## src/rtl/mux_scan_ctrl_311_if.sv

```systemverilog
// Signal bundle between the scan controller and its driver/observer.
// The slave side is the controller; the master side is the environment
// that requests scans and provides the mux output.
`timescale 1ns/1ps
interface mux_scan_ctrl_311_if;
  logic       start_311;
  logic [3:0] mask_311;
  logic       y_311;
  logic       s0_311;
  logic       s1_311;
  logic       busy_311;
  logic       done_311;
  logic [3:0] sample_311;

  modport slave (
    input  start_311, mask_311, y_311,
    output s0_311, s1_311, busy_311, done_311, sample_311
  );

  modport master (
    output start_311, mask_311, y_311,
    input  s0_311, s1_311, busy_311, done_311, sample_311
  );
endinterface

```

## src/rtl/mux_scan_ctrl_311.sv

```systemverilog
// Select sequencer and sampler for a 4:1 mux. It walks the enabled channels
// in ascending order, holds each one for DWELL cycles, captures the mux
// output at the end of each dwell and pulses done when the scan completes.
`timescale 1ns/1ps
module mux_scan_ctrl_311 #(
  parameter int DWELL = 4,
  parameter int CNT_W = 8
) (
  input logic                clk_311,
  input logic                rst_n_311,
  mux_scan_ctrl_311_if.slave bus
);

  typedef enum logic [1:0] {
    S_IDLE,
    S_DWELL,
    S_DONE
  } state_t;

  localparam logic [CNT_W-1:0] CNT_LAST = CNT_W'(DWELL - 1);
  localparam logic [CNT_W-1:0] CNT_ONE  = CNT_W'(1);

  state_t           state;
  logic [1:0]       sel;
  logic [CNT_W-1:0] cnt;
  logic [3:0]       mask_q;
  logic             busy;
  logic             done;
  logic [3:0]       sample;

  logic [1:0]       first_ch;
  logic             has_first;
  logic [1:0]       next_ch;
  logic             has_next;

  // Lowest enabled channel of the incoming mask, and the next enabled
  // channel above the current select in the latched mask.
  always_comb begin
    first_ch  = '0;
    has_first = 1'b0;
    next_ch   = '0;
    has_next  = 1'b0;
    for (int unsigned k = 0; k < 4; k++) begin
      if (!has_first && bus.mask_311[k]) begin
        has_first = 1'b1;
        first_ch  = 2'(k);
      end
      if (!has_next && mask_q[k] && (k > 32'(sel))) begin
        has_next = 1'b1;
        next_ch  = 2'(k);
      end
    end
  end

  // Scan state machine with registered select, status and sample outputs.
  always_ff @(posedge clk_311 or negedge rst_n_311) begin
    if (!rst_n_311) begin
      state  <= S_IDLE;
      sel    <= '0;
      cnt    <= '0;
      mask_q <= '0;
      busy   <= 1'b0;
      done   <= 1'b0;
      sample <= '0;
    end else begin
      case (state)
        S_IDLE: begin
          if (bus.start_311) begin
            sample <= '0;
            if (has_first) begin
              mask_q <= bus.mask_311;
              sel    <= first_ch;
              cnt    <= '0;
              busy   <= 1'b1;
              state  <= S_DWELL;
            end else begin
              done  <= 1'b1;
              state <= S_DONE;
            end
          end
        end
        S_DWELL: begin
          if (cnt == CNT_LAST) begin
            sample[sel] <= bus.y_311;
            cnt         <= '0;
            if (has_next) begin
              sel <= next_ch;
            end else begin
              busy  <= 1'b0;
              done  <= 1'b1;
              state <= S_DONE;
            end
          end else begin
            cnt <= cnt + CNT_ONE;
          end
        end
        S_DONE: begin
          done  <= 1'b0;
          state <= S_IDLE;
        end
        default: begin
          state <= S_IDLE;
        end
      endcase
    end
  end

  assign bus.s0_311     = sel[0];
  assign bus.s1_311     = sel[1];
  assign bus.busy_311   = busy;
  assign bus.done_311   = done;
  assign bus.sample_311 = sample;

endmodule

```

## src/flat_wrapper.sv

```systemverilog
// flat-port wrapper written by rule: the top's interface ports become plain ports
module mux_scan_ctrl_311_flat 
#(
  parameter int DWELL = 4,
  parameter int CNT_W = 8
)
  (clk_311, rst_n_311, bus_start_311, bus_mask_311, bus_y_311, bus_s0_311, bus_s1_311, bus_busy_311, bus_done_311, bus_sample_311);
  mux_scan_ctrl_311_if bus_i ();
  input logic clk_311;
  input logic rst_n_311;
  input wire logic [$bits(bus_i.start_311)-1:0] bus_start_311;
  input wire logic [$bits(bus_i.mask_311)-1:0] bus_mask_311;
  input wire logic [$bits(bus_i.y_311)-1:0] bus_y_311;
  output wire logic [$bits(bus_i.s0_311)-1:0] bus_s0_311;
  output wire logic [$bits(bus_i.s1_311)-1:0] bus_s1_311;
  output wire logic [$bits(bus_i.busy_311)-1:0] bus_busy_311;
  output wire logic [$bits(bus_i.done_311)-1:0] bus_done_311;
  output wire logic [$bits(bus_i.sample_311)-1:0] bus_sample_311;
  assign bus_i.start_311 = bus_start_311;
  assign bus_i.mask_311 = bus_mask_311;
  assign bus_i.y_311 = bus_y_311;
  assign bus_s0_311 = bus_i.s0_311;
  assign bus_s1_311 = bus_i.s1_311;
  assign bus_busy_311 = bus_i.busy_311;
  assign bus_done_311 = bus_i.done_311;
  assign bus_sample_311 = bus_i.sample_311;
  mux_scan_ctrl_311 #(.DWELL(DWELL), .CNT_W(CNT_W)) u_core (.clk_311(clk_311), .rst_n_311(rst_n_311), .bus(bus_i));
endmodule
```

## config.mk

```make
export PLATFORM = sky130hd
export DESIGN_NAME = mux_scan_ctrl_311_flat
export DESIGN_NICKNAME = d
export VERILOG_FILES = /design/src/rtl/mux_scan_ctrl_311_if.sv /design/src/rtl/mux_scan_ctrl_311.sv /design/src/flat_wrapper.sv
export SDC_FILE = /design/constraint.sdc
export NUM_CORES = 1
export LEC_CHECK = 0
export ABC_AREA = 1
export ABC_CLOCK_PERIOD_IN_PS = 2250
export CORE_ASPECT_RATIO = 1.4
export CORE_MARGIN = 5
export CORE_UTILIZATION = 39
export CTS_CLUSTER_SIZE = 40
export DETAILED_ROUTE_END_ITERATION = 12
export GPL_ROUTABILITY_DRIVEN = 0
export SYNTH_ARGS = -nofsm -noshare
export SYNTH_HDL_FRONTEND = slang
export SYNTH_SLANG_ARGS = --single-unit
```

## constraint.sdc

```tcl
create_clock -name clk_311 -period 2.25 [get_ports clk_311]
set_input_delay 0.225 -clock clk_311 [delete_from_list [all_inputs] [get_ports clk_311]]
set_output_delay 0.225 -clock clk_311 [all_outputs]
set_load 0.1 [all_outputs]
```

Word level (Yosys, flattened, before mapping)
Index checks and enable logic that the tools add are counted.
Storage, ports and cells
  memory bits (read-only): 0
  memories kept: 0
  latch bits: 0
  memory bits (writable): 0
  output and inout bits: 8
  bits in registers: 22
  input port bits: 8
  word-level logic and storage cells: 89
Cells by class
  mux-type cells: 43
  eq/ne operators: 9
  $lt $le $gt $ge: 5
  $mul: 0
  reduce and logical (&&, ||, !) cells: 24
  add/sub/neg operators: 1
  shifts and indexed selects: 0
  bitwise gates (word level): 0
  div/mod/pow operators: 0
Operators by type and width (count)
  $mux 2: 12
  $mux 8: 3
  $mux 1: 18
  $pmux 8 s2: 1
  $reduce_and 5->1: 3
  $reduce_and 3->1: 4
  $logic_and 1x1->1: 9
  $add 8x1->8 const B: 1
  $eq 8x2->1 const B: 1
  $mux 4: 2
  $pmux 2 s2: 2
  $pmux 4 s2: 1
  $ne 2x1->1 const B: 3
  $ne 2x2->1 const B: 3
  $logic_not 1->1: 5
  $bwmux 4: 1
  $gt 2x2->1 const A: 2
  $lt 2x3->1 const B: 1
  $pmux 1 s3: 1
  $reduce_bool 3->1: 1
  $demux 1 s2: 1
  $eq 2x1->1 const B: 1
  $eq 2x2->1 const B: 1
  $ge 2x1->1 const B: 1
  4 further kinds: 4

Depth between registers and ports, before layout
Gate-level depths: netlist of the first run.
  word-level depth: 14
  gate-level depth with buffers: 8

Least setup slack after synthesis of the first run
OpenSTA, ideal clock, no wires.
  kind: reg-to-reg
  start point: register u_core.sel[1]
  end point: register u_core.done (netlist: u_core.bus.done_311)
  stages on the path, launching flop included: 9
  setup time: 0.122 ns
  required time: 2.128 ns
  setup slack: 0.341 ns
  arrival time: 1.787 ns
  period minus slack after synthesis: 1.909 ns
  buffers on the path: 1
  cell sequence: dfrtp_1 > clkbuf_2 > inv_1 > nand3_1 > nand3_1 > nand2_1 > nand3_1 > nand2_1 > nand2_1
On the way
  cells in the longest elaborated chain, start to end: 13
  elaborated cells on any way between the ends: 15
  those cells by class: order compare (3); eq/ne (1); mux (3); reduce/logical (8)
Ends and longest elaborated chain
  from (decl): line mux_scan_ctrl_311.sv:24  | logic [1:0] sel;
  from (signal assigned): line mux_scan_ctrl_311.sv:72  | sel <= first_ch;
  from (signal assigned): line mux_scan_ctrl_311.sv:87  | sel <= next_ch;
  $gt 1x2->1: line mux_scan_ctrl_311.sv:48  | if (!has_next && mask_q[k] && (k > 32'(sel))) begin
  $logic_and 1x1->1: line mux_scan_ctrl_311.sv:48
  $mux 1: line mux_scan_ctrl_311.sv:48
  $logic_not 1->1: line mux_scan_ctrl_311.sv:48
  $logic_and 1x1->1 (2 in series): line mux_scan_ctrl_311.sv:48
  $mux 1: line mux_scan_ctrl_311.sv:48
  $logic_not 1->1: line mux_scan_ctrl_311.sv:48
  $logic_and 1x1->1 (2 in series): line mux_scan_ctrl_311.sv:48
  $mux 1 *: line mux_scan_ctrl_311.sv:48
  $ne 2x2->1 (no source line) *
  $reduce_and 5->1 (no source line) *
  to (signal assigned): line mux_scan_ctrl_311.sv:63  | done <= 1'b0;
  to (signal assigned): line mux_scan_ctrl_311.sv:77  | done <= 1'b1;
  to (signal assigned): line mux_scan_ctrl_311.sv:90  | done <= 1'b1;
  to (decl): line mux_scan_ctrl_311.sv:28  | logic done;
Every way passes the cells marked *; elsewhere a longest branch is shown, timed or not.
A chain may end at the register's enable or synchronous reset.

Final worst setup path of the first run
  start point: register u_core.cnt[1]
  end point: register u_core.sample[0] (netlist: u_core.bus.sample_311[0])
On the way
  cells in the longest elaborated chain, start to end: 3
Ends and longest elaborated chain
  from (decl): line mux_scan_ctrl_311.sv:25  | logic [CNT_W-1:0] cnt;
  from (signal assigned): line mux_scan_ctrl_311.sv:94  | cnt <= cnt + CNT_ONE;
  $eq 8x2->1: line mux_scan_ctrl_311.sv:83  | if (cnt == CNT_LAST) begin
  $ne 2x1->1 (no source line)
  $reduce_and 3->1 (no source line)
  to (signal, indexed assignment): line mux_scan_ctrl_311.sv:84  | sample[sel] <= bus.y_311;
  to (decl): line mux_scan_ctrl_311.sv:29  | logic [3:0] sample;
Every way passes these cells.

==> results of run 1 <==
-- layer usage --
layer	track usage	part of all wire	up-vias
met5	0	0	-
met4	0.0603	0.020	0
met3	0.0269	0.028	7
met2	0.227	0.51	19
met1	0.161	0.44	511
li1	-	-	576
-- final timing paths --
kind	depth (start not counted)	endpoint
worst min register to register	2	u_core.bus.done_311
worst min-delay path	2	u_core.cnt[4]
worst max register to register	6	u_core.bus.sample_311[0]
worst max-delay path	6	u_core.bus.sample_311[0]
max in group asynchronous	2	u_core.sel[1]
min in group clk_311	2	u_core.bus.done_311
-- through the flow --
stage                     cells  setup slack, ps  cell area (um^2)   util  hold slack [ps]
final                       220              781              1450  0.468              310
after global routing        220              614              1450  0.468              342
after CTS                   220              770              1450  0.468              317
after detailed placement    216              699              1400  0.454              460
after global placement      216              684              1400  0.454              461
after floorplan             163              341              1240      -            -70.6
-- sequential cells by signal, indices dropped and copies added (netlist names) --
signal                 flops
u_core.mask_q              3
u_core.bus.sample_311      4
u_core.bus.busy_311        1
u_core.sel                 2
u_core.cnt                 8
u_core.state               2
u_core.bus.done_311        1
-- Yosys cell counts --
cell type	n
o21a_4	1
a21oi_1	3
nor2_2	3
a22o_1	1
o21ai_2	1
nand2_2	1
nand2_4	1
nand4_1	7
ha_1	1
nor2_1	16
xor2_1	1
xnor2_1	1
o31ai_1	1
nor2_8	1
o21ai_0	12
buf_8	1
o21ai_4	1
nor3_1	3
clkbuf_2	1
dfrtp_1	21
nand2_1	42
inv_1	14
o21ai_1	5
inv_2	4
nand3_2	1
nand3_1	19
-- kinds of logic (layout without fill, tap and decap cells) --
logic type	after synthesis	after routing	share of synthesized area
simple gates	94	94	0.354
compound gates	25	25	0.126
flops	21	21	0.425
buf+inv	20	38	0.0708
xor+xnor	2	2	0.0142
fa+ha+maj	1	1	0.0101
-- area by class of cell --
class	count	area (um^2)	share of cell area
multi-input cells	122	624	0.431
clock buffers	4	45.0	0.0311
well taps	39	48.8	0.0337
repair buffers	16	138	0.0950
inverters	18	67.6	0.0466
flip-flops and latches	21	526	0.363
-- report_power, final --
group	internal (mW)	switching (mW)
clock network	0.126	0.119
logic	0.0139	0.0160
registers	0.377	0
total	0.517	0.135
-- critical path, delay by kind of cell (launching register included) --
family / cells / cell delay (ps)
AO/OA/AOI/OAI: 2 / 340
AND/OR/NAND/NOR: 3 / 350
adder cells (fa/ha/maj): 1 / 280
flip-flops: 1 / 380
==> results.json, run 1 <==
{
  "slew_headroom": 0.791,
  "clock_skew_ps": 6.46,
  "ctsResizeCount": 0,
  "antenna_found_initial": 0,
  "critical_path_required_ps": 2390,
  "root_buffer": "clkbuf_8",
  "yosys_warnings": 0,
  "core_area_mm2": 0.00309,
  "critPathMaxFanout": 5,
  "die-area_mm2": 0.00442,
  "maxSlewViolCount": 0,
  "drc": 0,
  "die_h_um": 76.7,
  "period_needed_ps": 1470,
  "ctsHoldBuffers": 0,
  "post-route-period-util": 0.653,
  "drt_iter0_markers": 28,
  "rsz0062_at_grt": "false",
  "insertion_delay_ps": 260,
  "setup_violations": 0,
  "grt_max_degree": 22,
  "avgSynthCellArea_um2": 7.59,
  "io_pins": 16,
  "dp_hpwl_um": 2040,
  "cts_sinks": 21,
  "grt_use_total": 0.135,
  "wl_per_cell_um": 12.2,
  "dr.pass1.iters": 4,
  "clkTransAtPathRegs_ps": 80,
  "rr_startpoint": "u_core.cnt[1]",
  "netlist.area_leader.share": 0.425,
  "cp.arrival_ps": 1610,
  "fillers": 314,
  "ir_drop_mv": 0.297,
  "port_buffers": 15,
  "final_common_cell": "nand2_1",
  "p_total_mw": 0.653,
  "drive_gt1_frac": 0.144,
  "fin_nets": 191,
  "postCtsSetupRepairBufs": 0,
  "end_kind": "register",
  "ys_ff_latch": 21,
  "grt_pass1_vias": 1099,
  "max_freq_mhz": 681,
  "p_per_area_mw_per_mm2": 450,
  "drt-vias-per-instance": 5.06,
  "p_leak_nw": 0.708,
  "yosysSeqAreaShare": 0.425,
  "hp-class": "input port to asynchronous set/reset pin",
  "grt-ovfl-total": 0,
  "cpMaxStageDelayCell": "dfrtp_1",
  "wl_um": 2690,
  "fin_tns_setup_ps": 0,
  "synth_area_leaders": "dfrtp_1 (42%), nand2_1 (13%), nand3_1 (7.7%)",
  "drv_cap": 0,
  "vias": 1113,
  "setup.worst_path.start": "u_core.cnt[1]",
  "cts_buffers": 3,
  "path_cells": "ha_1 > nand3_1 > o21ai_1 > nand3_1 > nand2_1 > o21ai_1",
  "die_x_um": 57.6,
  "yosysTopAreaCell": "dfrtp_1",
  "tightest_slew_ps": 314,
  "netlist_instances": 163,
  "synth_nets": 172,
  "synth_cell_types": 26,
  "timing_worst_setup_path_type": "register to register",
  "r2r_slack_ps": 780,
  "grt_first_pass_wirelength_um": 4800,
  "cts_buffer_depth": 2,
  "final_cell_mix": "nand2_1 (42), dfrtp_1 (21), nand3_1 (19), nor2_1 (16), inv_1 (14)",
  "htreeDepth": 1,
  "max_stage_delay_ps": 380,
  "core.rowCount": 24,
  "outcome": "finished, final reports clean",
  "ant_nets": 0,
  "antennaDiodeCount": 0,
  "critPathLaunchType": "register",
  "finalHoldViolCount": 0,
  "synth_area_mm2": 0.00124,
  "syn2layout_area_growth_pct": 17.1,
  "cts_tree": "yes",
  "start_util": 0.400
}
No activity file was read; power rests on OpenSTA's default activity.
==> run 2, diff against run 1 <==
- ABC_CLOCK_PERIOD_IN_PS: 2250 -> 1200
- clock period: 2.25 -> 1.2 ns (I/O delays scaled with it)
==> run 2 against run 1 <==
Effect of this change:
- the run now ends with negative setup slack left
- largest power group unchanged
- critical path depth is 1 higher
- combinational power rose by 120%
- sequential power is 88% higher
- fmax rose by 9.4%
- die area stayed put
- count of clock-buffer cells in the layout unchanged
- critical path type unchanged
- total power increased by 92%
- worst hold slack got worse by 110 ps
- clock power rose by 95%
==> results.json, run 2 (synthesis results as in run 1) <==
{
  "root_buffer": "clkbuf_8",
  "clkTransAtPathRegs_ps": 80,
  "insertion_delay_ps": 260,
  "critical_path_required_ps": 1390,
  "drc": 0,
  "crit_top_cell": "nand2_1",
  "die-area_mm2": 0.00442,
  "clock_skew_ps": 4.38,
  "cts_buffer_depth": 2,
  "largest_reg_flops": 8,
  "max_freq_mhz": 745,
  "rsz0062_at_grt": "true",
  "r2r_slack_ps": -140,
  "cp.buffers_inverters": 2,
  "final_common_cell": "nand2_1",
  "die_x_um": 57.6,
  "port_buffers": 15,
  "die_h_um": 76.7,
  "p_per_area_mw_per_mm2": 577,
  "cpMaxStageDelayCell": "dfrtp_1",
  "slew_headroom": 0.812,
  "grt_pass1_vias": 1322,
  "syn2layout_area_growth_pct": 75.1,
  "cp.arrival_ps": 1540,
  "drive_gt1_frac": 0.473,
  "timing_worst_setup_path_type": "register to register",
  "dp_hpwl_um": 2490,
  "drv_cap": 0,
  "cts_buffers": 3,
  "antenna_found_initial": 0,
  "wl_um": 3820,
  "pwr-share-comb": 0.052,
  "critPathLaunchType": "register",
  "antennaDiodeCount": 0,
  "tightest_slew_ps": 283,
  "violations": "negative setup slack",
  "wl_per_cell_um": 14.5,
  "fin_nets": 234,
  "end_kind": "register",
  "maxSlewViolCount": 0,
  "vias": 1345,
  "drt_iter0_markers": 40,
  "p_total_mw": 1.25,
  "crit_path_end": "u_core.cnt[7]",
  "final_cell_mix": "nand2_1 (36), buf_4 (30), dfrtp_1 (18), nand3_2 (13)",
  "cp_top_family": "simple AND/OR/NAND/NOR gates",
  "cts_tree": "yes",
  "path_cells": "buf_4 > inv_1 > nor3_2 > nand2_1 > o21ai_0 > nand2_1 > nor2_1",
  "largest_register": "u_core.cnt",
  "critPathMaxFanout": 3,
  "p_int_mw": 0.976,
  "cts_sinks": 21,
  "fin_ws_ps": -143,
  "finalHoldViolCount": 0,
  "dr.pass1.iters": 4,
  "rr_startpoint": "u_core.cnt[5]",
  "ctsHoldBuffers": 0,
  "grt_first_pass_wirelength_um": 5640,
  "p_sw_mw": 0.274,
  "setup.worst_path.start": "u_core.cnt[5]",
  "ir_drop_mv": 0.475,
  "grt-ovfl-total": 0,
  "p_leak_nw": 1.02,
  "htreeDepth": 1,
  "r2r_cells": 7,
  "clkPwrFrac": 0.383,
  "core.rowCount": 24,
  "switching_share": 0.219,
  "core_area_mm2": 0.00309,
  "fin_hold_ws_ps": 198,
  "pwr-share-seq": 0.565,
  "io_pins": 16,
  "drt-vias-per-instance": 5.11,
  "period_needed_ps": 1340,
  "grt_use_total": 0.159,
  "max_stage_delay_ps": 410,
  "setup_violations": 20,
  "cp_num_cells": 7,
  "r2r_end": "u_core.cnt[7]",
  "ant_nets": 0,
  "grt_max_degree": 22,
  "outcome": "complete, but fails checks",
  "start_util": 0.400,
  "hp-class": "input port to asynchronous set/reset pin",
  "post-route-period-util": 1.12
}
run 2: timing repair:
| action | 4_1_cts | 5_1_grt |
|---|---|---|
| pin swaps | 7 | 24 |
| buffers inserted | 3 | 8 |
| gates resized for setup | 19 | 35 |
| endpoints found under the setup margin | 21 | 23 |
run 2: per-layer routing:
layer  up-vias  global-route usage  part of all wire
met3         8              0.0269             0.030
li1        668                   -                 -
met1       644               0.186              0.39
met2        25               0.278              0.56
met5         -                   0                 0
met4         0              0.0650             0.018
run 2: worst min path at each step:
| stage | end | slack (ps) | cells after the start |
|---|---|---|---|
| floorplan | u_core.bus.busy_311 | -180 | 0 |
| global placement | u_core.mask_q[2] | 490 | 2 |
| detailed placement | u_core.mask_q[2] | 490 | 2 |
| CTS | u_core.mask_q[2] | 210 | 2 |
| global route | u_core.sel[0] | 220 | 2 |
| finish | u_core.mask_q[1] | 200 | 2 |
run 2: worst reg2reg max path: stages, from the launching register on:
cell     delay, ps
dfrtp_1        410
buf_4          160
inv_1           80
nor3_2         210
nand2_1        110
o21ai_0        160
nand2_1         70
nor2_1          90
run 2: final cells by class:
cell class | count | area (um^2)
fillers | 225 | 926
multi-input cells | 122 | 833
repair buffers | 59 | 631
flip-flops and latches | 21 | 534
inverters | 18 | 75.1
well taps | 39 | 48.8
clock buffers | 4 | 45.0
run 2: through the flow:
step | area (um^2) | instances | util | TNS (ps) | worst slack, ps
2_1_floorplan | 1300 | 163 | - | -1540 | -210
3_3_place_gp | 1830 | 249 | 0.592 | -1970 | -141
3_5_place_dp | 1830 | 249 | 0.592 | -2670 | -193
4_1_cts | 1960 | 256 | 0.632 | -643 | -74.8
5_1_grt | 2170 | 263 | 0.701 | -2860 | -266
6_report | 2170 | 263 | 0.701 | -1390 | -143
run 2: power by group through the flow:
stage | Clock [mW] | Sequential, mW | Combinational, mW
2_1_floorplan | 0 | 0.721 | 0.00970
3_3_place_gp | 0 | 0.721 | 0.0628
3_5_place_dp | 0 | 0.721 | 0.0640
4_1_cts | 0.478 | 0.707 | 0.0646
5_1_grt | 0.510 | 0.707 | 0.0726
6_report | 0.479 | 0.707 | 0.0644
==> run 3, diff against run 2 <==
- GPL_ROUTABILITY_DRIVEN: 0 -> not set
- PLACE_DENSITY: not set -> 0.74
==> run 3 against run 2 <==
Effect of this change:
- the run still ends with negative setup slack left
- final cell count is 4.6% lower
- design area is 9.1% lower
- fmax is 1.1% higher
- total power is 1.1% lower
- core utilization is 6.4 points lower
- sequential power hardly changed
- largest cell class unchanged
==> results.json, run 3 (synthesis results as in run 1) <==
{
  "outcome": "complete, but fails checks",
  "violations": "negative setup slack",
  "rr_startpoint": "u_core.cnt[6]",
  "insertion_delay_ps": 260,
  "grt_pass1_vias": 1349,
  "final_cell_mix": "nand2_1 (34), buf_4 (28), dfrtp_1 (18), inv_1 (12), nor2_1 (12)",
  "p_int_mw": 0.972,
  "wl_per_cell_um": 13.7,
  "setup_violations": 19,
  "die_x_um": 57.6,
  "port_buffers": 15,
  "drv_cap": 0,
  "p_total_mw": 1.24,
  "vias": 1309,
  "post-route-period-util": 1.11,
  "largest_register": "u_core.cnt",
  "drive_gt1_frac": 0.415,
  "max_freq_mhz": 753,
  "fin_nets": 222,
  "cts_buffer_depth": 2,
  "clkTransAtPathRegs_ps": 80,
  "end_kind": "register",
  "io_pins": 16,
  "pwr-share-comb": 0.048,
  "cts_sinks": 21,
  "critical_path_required_ps": 1350,
  "hp-class": "input port to asynchronous set/reset pin",
  "pwr-share-seq": 0.572,
  "drt_iter0_markers": 30,
  "fin_ws_ps": -128,
  "die_h_um": 76.7,
  "fillers": 246,
  "fin_tns_setup_ps": -1150,
  "finalHoldViolCount": 0,
  "gp_congestion": 0.910,
  "dr.pass1.iters": 4,
  "syn2layout_area_growth_pct": 59.2,
  "core_area_mm2": 0.00309,
  "p_per_area_mw_per_mm2": 628,
  "wl_um": 3440,
  "largest_reg_flops": 8,
  "drt-vias-per-instance": 5.22,
  "p_leak_nw": 0.915,
  "htreeDepth": 1,
  "core.rowCount": 24,
  "slew_headroom": 0.809,
  "switching_share": 0.214,
  "rsz0062_at_grt": "true",
  "root_buffer": "clkbuf_8",
  "grt_max_degree": 22,
  "ir_drop_mv": 0.634,
  "ant_nets": 0,
  "clock_skew_ps": 2.52,
  "drc": 0,
  "critPathLaunchType": "register",
  "period_needed_ps": 1330,
  "grt_use_total": 0.164,
  "start_util": 0.400,
  "grt-ovfl-total": 0,
  "r2r_end": "u_core.bus.busy_311",
  "antenna_found_initial": 0,
  "antennaDiodeCount": 0,
  "p_sw_mw": 0.264,
  "cts_buffers": 3,
  "timing_worst_setup_path_type": "register to register",
  "place_ws_ps": -221,
  "cts_tree": "yes",
  "fin_hold_ws_ps": 201,
  "cp.arrival_ps": 1480,
  "tightest_slew_ps": 287,
  "grt_first_pass_wirelength_um": 5800,
  "critPathMaxFanout": 3,
  "r2r_slack_ps": -130,
  "r2r_cells": 8,
  "dp_hpwl_um": 2340,
  "clkPwrFrac": 0.380,
  "maxSlewViolCount": 0,
  "final_common_cell": "nand2_1",
  "die-area_mm2": 0.00442
}
==> run 3: cell types whose count changed in the layout (fill, tap and decap cells not counted), moves of 2 or more <==
cell / before / now
nor2_4: 6 / 4
nand2_1: 36 / 34
buf_4: 30 / 28
nand3_1: 5 / 8
buf_6: 12 / 3
nand3_2: 13 / 11
nor2_1: 10 / 12
nand2_2: 4 / 7
==> run 3: repair_timing <==
action / in CTS / in global routing
buffers inserted: 7 / 0
pin swaps: 16 / 14
hold buffers: 0 / 0
endpoints found under the setup margin: 19 / 23
gates resized for setup: 17 / 16
==> run 3: worst max path at each step <==
stage,startpoint,slack (ps),depth (start not counted),end
final,u_core.cnt[6],-130,8,u_core.bus.busy_311
after global routing,u_core.cnt[3],-180,7,u_core.bus.done_311
after CTS,u_core.cnt[5],-90,7,u_core.bus.done_311
after detailed placement,bus_mask_311[3],-220,8,u_core.sel[1]
after global placement,bus_mask_311[3],-190,8,u_core.sel[1]
after floorplan,u_core.sel[1],-210,7,u_core.sel[0]
==> run 3: worst max-delay path, cell delays in order, from the launching register on <==
cell and delay, ps:
dfrtp_1 410, nor2_1 160, nand2_2 110, nor2_4 160, nor2_4 60, nor2_4 130, nand2_1 60, nand2_1 60
nand2_1 50
==> run 3: final cells by class <==
type                       instances  area, um^2  share of cell area
tap                               39        48.8              0.0248
multi-input combinational        122         774               0.393
timing repair buffer              47         494               0.251
inverter                          18        72.6              0.0368
clock buffer                       4        45.0              0.0229
sequential                        21         534               0.271
==> run 3: power groups by stage <==
stage                     combinational [mW]  sequential (mW)  clock [mW]
after global routing                  0.0665            0.707       0.504
after global placement                0.0588            0.721           0
final                                 0.0600            0.707       0.469
after CTS                             0.0597            0.707       0.473
after floorplan                      0.00970            0.721           0
after detailed placement              0.0590            0.721           0
==> run 3: per-layer routing <==
| layer | vias up | GRT usage | share of wire |
|---|---|---|---|
| li1 | 646 | - | - |
| met1 | 622 | 0.177 | 0.39 |
| met5 | - | 0 | 0 |
| met3 | 8 | 0.0202 | 0.036 |
| met2 | 33 | 0.308 | 0.56 |
| met4 | 0 | 0.0696 | 0.020 |
==> run 3: per-stage QoR <==
step,instances,cell area (um^2),util
after floorplan,163,1300,-
after global routing,251,1970,0.637
after global placement,240,1740,0.562
final,251,1970,0.637
after detailed placement,240,1740,0.562
after CTS,251,1910,0.618
